<file path="src/rtl/ota_trim_sar_ctrl.sv">
// OTA offset-trim sequencer: powers the OTA, shorts its inputs and resolves the
// trim code MSB-first by successive approximation against the comparator.
module ota_trim_sar_ctrl #(
    parameter int TRIM_W        = 6,
    parameter int SETTLE_CYCLES = 16,
    parameter int SYNC_STAGES   = 2
) (
    input  logic              clk,
    input  logic              rst,
    input  logic              start_i,
    input  logic              cmp_i,
    input  logic              load_i,
    input  logic [TRIM_W-1:0] load_trim_i,
    input  logic              pwrdn_i,
    output logic              ota_en_o,
    output logic              in_short_o,
    output logic [TRIM_W-1:0] trim_o,
    output logic              busy_o,
    output logic              done_o,
    output logic              valid_o,
    output logic [1:0]        state_o
);

    localparam int CNT_W = (SETTLE_CYCLES > 2) ? $clog2(SETTLE_CYCLES) : 1;
    localparam int IDX_W = $clog2(TRIM_W);
    localparam logic [CNT_W-1:0] CNT_LAST = CNT_W'(SETTLE_CYCLES - 1);
    localparam logic [IDX_W-1:0] IDX_MSB  = IDX_W'(TRIM_W - 1);

    typedef enum logic [1:0] {
        S_IDLE = 2'd0,
        S_PWR  = 2'd1,
        S_BIT  = 2'd2,
        S_DONE = 2'd3
    } state_t;

    state_t                 state;
    logic [CNT_W-1:0]       cnt;
    logic [IDX_W-1:0]       bit_idx;
    logic [SYNC_STAGES-1:0] sync_q;
    logic                   cmp_s;
    logic [TRIM_W-1:0]      bit_code;

    assign state_o = state;
    assign cmp_s   = sync_q[SYNC_STAGES-1];

    always_ff @(posedge clk) begin
        if (rst) begin
            sync_q <= '0;
        end else begin
            sync_q <= {sync_q[SYNC_STAGES-2:0], cmp_i};
        end
    end

    // Code after resolving the current bit: drop it if the comparator says the
    // trial is too large, then raise the next lower bit as the new trial.
    always_comb begin
        bit_code = trim_o;
        if (cmp_s) begin
            bit_code[bit_idx] = 1'b0;
        end
        if (bit_idx != '0) begin
            bit_code[bit_idx - IDX_W'(1)] = 1'b1;
        end
    end

    always_ff @(posedge clk) begin
        if (rst) begin
            state      <= S_IDLE;
            cnt        <= '0;
            bit_idx    <= '0;
            trim_o     <= '0;
            ota_en_o   <= 1'b0;
            in_short_o <= 1'b0;
            busy_o     <= 1'b0;
            done_o     <= 1'b0;
            valid_o    <= 1'b0;
        end else begin
            case (state)
                S_IDLE: begin
                    if (start_i) begin
                        state      <= S_PWR;
                        ota_en_o   <= 1'b1;
                        in_short_o <= 1'b1;
                        busy_o     <= 1'b1;
                        valid_o    <= 1'b0;
                        trim_o     <= '0;
                        cnt        <= '0;
                    end else if (load_i) begin
                        trim_o   <= load_trim_i;
                        valid_o  <= 1'b0;
                        ota_en_o <= 1'b1;
                    end else if (pwrdn_i) begin
                        ota_en_o <= 1'b0;
                        valid_o  <= 1'b0;
                    end
                end
                S_PWR: begin
                    if (cnt == CNT_LAST) begin
                        cnt              <= '0;
                        bit_idx          <= IDX_MSB;
                        trim_o[TRIM_W-1] <= 1'b1;
                        state            <= S_BIT;
                    end else begin
                        cnt <= cnt + CNT_W'(1);
                    end
                end
                S_BIT: begin
                    if (cnt == CNT_LAST) begin
                        trim_o <= bit_code;
                        cnt    <= '0;
                        if (bit_idx != '0) begin
                            bit_idx <= bit_idx - IDX_W'(1);
                        end else begin
                            state      <= S_DONE;
                            in_short_o <= 1'b0;
                            busy_o     <= 1'b0;
                            done_o     <= 1'b1;
                            valid_o    <= 1'b1;
                        end
                    end else begin
                        cnt <= cnt + CNT_W'(1);
                    end
                end
                S_DONE: begin
                    done_o <= 1'b0;
                    state  <= S_IDLE;
                end
                default: state <= S_IDLE;
            endcase
        end
    end

endmodule

</file>
<file path="config.mk">
export PLATFORM = sky130hd
export DESIGN_NAME = ota_trim_sar_ctrl
export DESIGN_NICKNAME = d
export VERILOG_FILES = /design/src/rtl/ota_trim_sar_ctrl.sv
export SDC_FILE = /design/constraint.sdc
export NUM_CORES = 1
export LEC_CHECK = 0
export ABC_AREA = 1
export CAP_MARGIN = 20
export CORE_MARGIN = 2
export CORE_UTILIZATION = 54
export CTS_CLUSTER_SIZE = 24
export DETAILED_ROUTE_END_ITERATION = 6
export PLACE_DENSITY = 0.83
export SKIP_LAST_GASP = 1
export SLEW_MARGIN = 5
export SYNTH_ARGS = -nofsm -noshare
export SYNTH_HDL_FRONTEND = slang
export SYNTH_SLANG_ARGS = --single-unit
</file>
<file path="constraint.sdc">
create_clock -name clk -period 3.9 [get_ports clk]
set_input_delay 1.17 -clock clk [delete_from_list [all_inputs] [get_ports clk]]
set_output_delay 1.17 -clock clk [all_outputs]
set_load 0.005 [all_outputs]
</file>
# Word level (Yosys, flattened, before mapping)
# Cells that the tools add are included.
[totals] register_bits=21 in_bits=12 out_inout_bits=13 wordCells=87
[op_classes] n_addsub=2 n_lt_le_gt_ge=4 n_eq_ne=11 mux=37 n_bitwise=3 reduce_logical=20
[op_table] op="2-to-1 mux 6 bit" n=5
[op_table] op="AND reduction 4 bit" n=5
[op_table] op="2-to-1 mux 1 bit" n=13
[op_table] op="inequality test 2 bit (second input constant)" n=5
[op_table] op="one-hot mux 5 bit (2 select lines)" n=1
[op_table] op="2-to-1 mux 3 bit" n=3
[op_table] op="nonzero test 3 bit" n=3
[op_table] op="< comparator 3 x 4 -> 1 bit (second input constant)" n=2
[op_table] op="2-to-1 mux 2 bit" n=4
[op_table] op="2-to-1 mux 4 bit" n=2
[op_table] op="one-hot mux 2 bit (4 select lines)" n=1
[op_table] op="one-hot mux 4 bit (2 select lines)" n=1
[op_table] op="nonzero test 2 bit" n=4
[op_table] op="AND 6 bit" n=1
[op_table] op="demux 1 bit (select 3 bit)" n=2
[op_table] op="greater-or-equal comparator 3 x 1 -> 1 bit (second input constant)" n=2
[op_table] op="inverter 6 bit" n=1
[op_table] op="OR 6 bit" n=1
[op_table] op="one-hot mux 1 bit (2 select lines)" n=3
[op_table] op="one-hot mux 3 bit (2 select lines)" n=1
[op_table] op="AND reduction 3 bit" n=2
[op_table] op="adder 4 x 1 -> 4 bit (second input constant)" n=1
[op_table] op="== test 2 bit (second input constant)" n=2
[op_table] op="== test 4 bit (second input constant)" n=1
[op_table] op="9 further kinds" n=11

# Longest topological paths before layout
# Gate-level depths: netlist (run 1).
[logic_depth] depth_word=11 ltp_mapped=12 mapped_depth_nobuf=12

# Least setup slack after synthesis (run 1)
# No wires, ideal clock.
[synth_path] path_kind="input to register" from="input port start_i" to="register trim_o[0]" setup_ns=0.117 arrival_time_ns=1.713 required_ns=3.783 path_slack_ns=2.070 cell_stages=7 n_path_buf=0 path_cell_list="nor2_1 > nand2_1 > nand2_2 > nor2_4 > inv_1 > nor2_1 > nor2_1"
[synth_via] elab_chain_cells=2 word_cells_on_any_way=4 cone_classes="1 x eq/ne; 2 x mux; 1 x reduce/logical"
[synth_rtl] element="start: declaration" line_no="10" source="input logic start_i,"
[synth_rtl] element="inequality test 3 bit (no line) / 2-to-1 mux 6 bit (equally long branches)"
[synth_rtl] element="AND reduction 3 bit (no line) / one-hot mux 5 bit (2 select lines) (equally long branches)"
[synth_rtl] element="end signal: assignment" line_no="89" source="trim_o <= load_trim_i;"
[synth_rtl] element="end signal: assignment" line_no="109" source="trim_o <= bit_code;"
[synth_rtl] element="end: declaration" line_no="17" source="output logic [TRIM_W-1:0] trim_o,"
# Several ways; a longest one is shown, not always the timed one.
# A chain may end at the register's enable or synchronous reset.

# Worst setup path after layout (run 1)
[layout_path] from="register state[0], in the netlist state_o[0]" to="output port state_o[0]"
[layout_rtl] element="start: declaration" line_no="36" source="state_t state;"
[layout_rtl] element="start signal: assignment" line_no="68" source="state <= S_IDLE;"
[layout_rtl] element="start signal: assignment" line_no="81" source="state <= S_PWR;"
[layout_rtl] element="start signal: assignment" line_no="102" source="state <= S_BIT;"
[layout_rtl] element="end: declaration" line_no="21" source="output logic [1:0] state_o"
# No word-level cell between the ends.

==> results of run 1 <==
==> cell usage after synthesis (all sizes together) <==
| cell type | number | area share, % |
|---|---|---|
| nand2 | 54 | 16 |
| nor2 | 34 | 11 |
| inv | 29 | 8.6 |
| dfxtp | 21 | 33 |
| nand3 | 16 | 6.7 |
| a21oi | 14 | 5.8 |
| o21ai | 9 | 3.5 |
| ha | 8 | 7.9 |
| buf | 3 | 2.4 |
| nor3 | 2 | 0.79 |
| a211oi | 1 | 0.99 |
| a21o | 1 | 0.59 |
| a31oi | 1 | 0.49 |
| clkinv | 1 | 0.39 |
| or2 | 1 | 0.49 |
| xnor2 | 1 | 0.69 |
==> area by class of cell <==
class / instances / area (um2) / share of cell area (%)
Clock buffer: 4 / 26.3 / 1.70
Sequential cell: 21 / 420 / 27.1
Inverter: 30 / 114 / 7.35
Timing Repair Buffer: 25 / 248 / 16.0
Tap cell: 28 / 35.0 / 2.26
Multi-Input combinational cell: 142 / 706 / 45.6
==> per-stage QoR <==
step	total power [mW]	hold slack [ns]	cells
floorplan	0.602	0.388	196
global placement	0.735	0.394	246
detailed placement	0.758	0.401	246
CTS	0.867	0.419	250
global route	0.936	0.439	250
finish	0.865	0.416	250
==> where the power goes <==
group | internal [mW] | switching (mW)
logic | 0.201 | 0.259
registers | 0.260 | 0.0350
clock network | 0.0400 | 0.0706
total | 0.501 | 0.364
==> sequential cells by signal, indices dropped and copies added (netlist names) <==
signal	cells
trim_o	6
cnt	4
bit_idx	3
state_o	2
sync_q	2
busy_o	1
done_o	1
ota_en_o	1
valid_o	1
==> cell families after synthesis <==
family	count (synthesis)	synth area share, %
AOI/OAI and AO/OA	26	11.4
buffers and inverters	33	11.3
and+or+nand+nor	107	35.6
xor gates and xnor gates	1	0.690
DFF	21	33.1
adders and majority gates	8	7.88
==> metal layers <==
| layer | global-route usage [%] | vias to the layer above |
|---|---|---|
| met2 | 40.6 | 40 |
| li1 | - | 659 |
| met5 | 0 | - |
| met4 | 10.3 | 0 |
| met3 | 4.29 | 9 |
| met1 | 30.6 | 588 |
==> path summary, 6_finish.rpt <==
kind	start	endpoint	slack, ns	cells after the start
worst max-delay path	state_o[0]	state_o[0]	1.47	1
worst min-delay path	sync_q[0]	sync_q[1]	0.42	2
worst max register to register	state_o[0]	trim_o[0]	2.00	9
worst min register to register	sync_q[0]	sync_q[1]	0.42	2
==> run_results.csv, run 1 <==
group,metric,value,unit
outcome,status,"complete, no violations",
cts,h-tree-depth,1,
worst_setup_path,slowest_delay,0.53,ns
route,wl_met2,1480,um
worst_setup_path,cp-start-kind,"flop",
route,wl,3110,um
worst_setup_path,critPathMaxFanout,5,
sta,min_period,2.43,ns
global_routing,grt_util_all_layers,24.4,%
pwr,p_leak,0.716,nW
route,wl_per_cell,12.4,um
die,die_h,52.5,um
worst_setup_path,critPathCaptureType,"primary output",
synthesis,syn_nets,216,
sta,hold_viol_final,0,
cts,cts_resized,0,
die,initial_core_util,57.4,%
route,met3_length,198,um
worst_hold_path,hp-class,"reg -> reg",
worst_setup_path,cp.arrival,1.26,ns
placed_design,port_buffers,24,
cells_and_area,finalInstanceArea,0.00155,mm2
cells_and_area,fillCellCount,197,
cells_and_area,final_common_cell,"nand2_1",
global_routing,grt_max_degree,16,
cells_and_area,final_layout_size_suffix_gt1_share,8.11,%
sta,fin_crit_sh,62.4,%
cells_and_area,n_antenna_cell,0,
cells_and_area,area_delta_synth_final,22.0,%
synthesis,mappedNetlistArea,0.00127,mm2
cells_and_area,finalNetCount,243,
route,drc_errors,0,
die,die-area,0.00276,mm2
global_routing,antenna_found_initial,0,
cts,root_buffer,"clkbuf_4",
route,wl_met1,1350,um
route,first_iter_violations,34,
sta,fmax,411,MHz
sta,tightest_slew,0.612,ns
placed_design,hpwl,2430,um
sta,max_slew_margin,59.2,%
cts,clk_latency,0.31,ns
synthesis,synth_cell_types,23,
synthesis,avgSynthCellArea,6.48,um2
sta,setup_viol,0,
worst_setup_path,critical_path.top_delay_family,"buffers and inverters",
synthesis,syn_inst,196,
route,drt_pass1_iterations,4,
global_routing,grt_pass1_vias,1174,
synthesis,seq_area_frac_synth,33.1,%
route,routed-via-count,1296,
cts,cts_setup_buffers,0,
cts,cts_sinks,21,
worst_setup_path,crit_chain,"clkdlybuf4s50_1",
pwr,vdd_drop_max,445,uV
cells_and_area,layout_common_cells,"nand2_1, nor2_1, inv_1",
worst_setup_path,crit_required,2.73,ns
synthesis,ys_ff_latch,21,
flow_run,cap_violations,0,
route,highest_layer,"met4",
die,die_w,52.5,um
global_routing,grt_overflow,0,
placed_design,placed_area,0.00152,mm2
cts,post_cts_hold_buffer_count,0,
global_routing,grt_pass1_wl,4910,um
worst_setup_path,crit_buf_inv,1,
sta,slew_viol_final,0,
cts,cts_buffers,3,
pwr,p_per_area,559,mW/mm2
sta,tns,0,ns
placed_design,gp_congestion,0.947,
cts,clockBufferDepth,2,
die,io_pins,25,
cells_and_area,final_util,70.0,%
synthesis,yosysWarnings,0,
sta,fin_skew,0.00198,ns
die,rows,17,
sta,rsz0062_at_grt,"no",
worst_setup_path,critPathSlowestCell,"clkdlybuf4s50_1",
cts,cts_tree,"yes",
route,ant_nets,0,
die,placeableCoreArea,0.00221,mm2
route,routed_via_density,5.18,
cts,clk_transition_reported_paths,0.12,ns
worst_setup_path,critPathKind,"reg -> out",
placed_design,post-place-ws,1.34,ns
sta,setup_ws,1.47,ns
Power figures use the tool's default switching activity.
==> run 2, diff against run 1 <==
Settings changed: CORE_UTILIZATION 54 to 46, PLACE_DENSITY 0.83 to 0.75.
Clock period 3.9 ns to 2.2 ns, I/O delays scaled along.
==> run_results.csv, run 2 (same netlist as run 1, synthesis figures left out) <==
group,metric,value,unit
route,wl_per_cell,11.4,um
global_routing,antenna_found_initial,0,
worst_setup_path,slowest_delay,0.53,ns
global_routing,grt_util_all_layers,19.5,%
cts,clk_transition_reported_paths,0.12,ns
cells_and_area,largest-register,"trim_o",
sta,fin_skew,0.00286,ns
worst_hold_path,hp-class,"reg -> reg",
cells_and_area,area_delta_synth_final,22.9,%
cells_and_area,largest_reg_flops,6,
cts,clk_latency,0.31,ns
cells_and_area,final_util,58.1,%
worst_setup_path,critPathSlowestCell,"clkdlybuf4s50_1",
cells_and_area,fillCellCount,286,
worst_setup_path,startpoint,"state_o[0]",
route,wl,2910,um
sta,tns,0,ns
route,first_iter_violations,37,
cells_and_area,finalNetCount,244,
cts,cts_setup_buffers,0,
route,routed_via_density,5.00,
outcome,status,"complete, no violations",
worst_setup_path,timing.rr.start,"state_o[0]",
pwr,vdd_drop_max,627,uV
worst_setup_path,cp-start-kind,"flop",
sta,min_period,1.93,ns
sta,fin_crit_sh,87.5,%
worst_setup_path,crit_required,1.54,ns
cells_and_area,n_antenna_cell,0,
cts,cts_tree,"yes",
cts,cts_sinks,21,
die,rows,19,
worst_setup_path,critPathCaptureType,"primary output",
cells_and_area,layout_common_cells,"nand2_1, nor2_1, inv_1",
worst_setup_path,crit_buf_inv,1,
sta,hold_viol_final,0,
worst_setup_path,critical_path.top_delay_family,"buffers and inverters",
die,die_h,56.5,um
cells_and_area,final_common_cell,"nand2_1",
route,drt_pass1_iterations,4,
worst_setup_path,cp.arrival,1.27,ns
die,die_w,56.5,um
sta,slew_viol_final,0,
cts,h-tree-depth,1,
cts,post_cts_hold_buffer_count,0,
worst_setup_path,critPathKind,"reg -> out",
worst_hold_path,hp-start,"sync_q[0]",
cts,cts_resized,0,
route,ant_nets,0,
die,initial_core_util,47.3,%
worst_setup_path,critPathMaxFanout,5,
pwr,p_per_area,983,mW/mm2
die,io_pins,25,
sta,fmax,519,MHz
pwr,p_leak,0.721,nW
sta,setup_viol,0,
cts,root_buffer,"clkbuf_4",
global_routing,grt_pass1_wl,4950,um
sta,rsz0062_at_grt,"no",
flow_run,cap_violations,0,
placed_design,gp_congestion,0.914,
cells_and_area,final_layout_size_suffix_gt1_share,8.52,%
route,routed-via-count,1270,
cts,cts_buffers,3,
sta,tightest_slew,0.418,ns
worst_setup_path,crit_chain,"clkdlybuf4s50_1",
placed_design,port_buffers,24,
sta,max_slew_margin,72.1,%
die,placeableCoreArea,0.00269,mm2
global_routing,grt_max_degree,12,
route,drc_errors,0,
global_routing,grt_overflow,0,
global_routing,grt_pass1_vias,1177,
placed_design,hpwl,2230,um
die,die-area,0.00320,mm2
cells_and_area,largestRegisters,"trim_o (6), cnt (4), bit_idx (3)",
cts,clockBufferDepth,2,
[run 2: cell types whose count changed in the layout (fill, tap and decap cells not counted), sizes merged]
cell | previous run | this run
buf | 1 | 2
[run 2: final timing paths]
| check | endpoint | slack (ns) | cells after the start |
|---|---|---|---|
| min | sync_q[1] | 0.41 | 2 |
| max | state_o[0] | 0.27 | 1 |
| max reg2reg | trim_o[0] | 0.51 | 9 |
| min reg2reg | sync_q[1] | 0.41 | 2 |
[run 2: layer usage]
layer | up-vias | track usage, % | share of wire [%]
met1 | 559 | 26.4 | 49
met4 | 0 | 8.16 | 2.1
li1 | 670 | - | -
met5 | - | 0 | 0
met2 | 34 | 31.6 | 45
met3 | 7 | 2.07 | 4.0
[run 2: area by class of cell]
| cell class | count | area (um2) | share of cell area [%] |
|---|---|---|---|
| sequential | 21 | 420 | 26.9 |
| inverter | 30 | 114 | 7.30 |
| timing repair buffer | 26 | 255 | 16.4 |
| tap | 31 | 38.8 | 2.49 |
| multi-input combinational | 142 | 706 | 45.2 |
| clock buffer | 4 | 26.3 | 1.68 |
[run 2: power breakdown]
part | internal [mW] | total (mW) | leakage, nW | switching [mW]
clock network | 0.0709 | 0.194 | 0.0150 | 0.123
registers | 0.461 | 0.524 | 0.172 | 0.0631
logic | 0.363 | 0.815 | 0.534 | 0.452
[run 2: per-stage QoR]
| stage | instance area (um2) | worst slack, ns | std cells | total power [mW] | hold WS [ns] |
|---|---|---|---|---|---|
| 6_report | 1560 | 0.274 | 254 | 1.53 | 0.415 |
| 5_1_grt | 1560 | 0.222 | 254 | 1.67 | 0.433 |
| 4_1_cts | 1560 | 0.259 | 254 | 1.54 | 0.422 |
| 3_5_place_dp | 1530 | 0.185 | 250 | 1.34 | 0.404 |
| 3_3_place_gp | 1530 | 0.216 | 250 | 1.33 | 0.400 |
| 2_1_floorplan | 1270 | 0.719 | 196 | 1.07 | 0.388 |
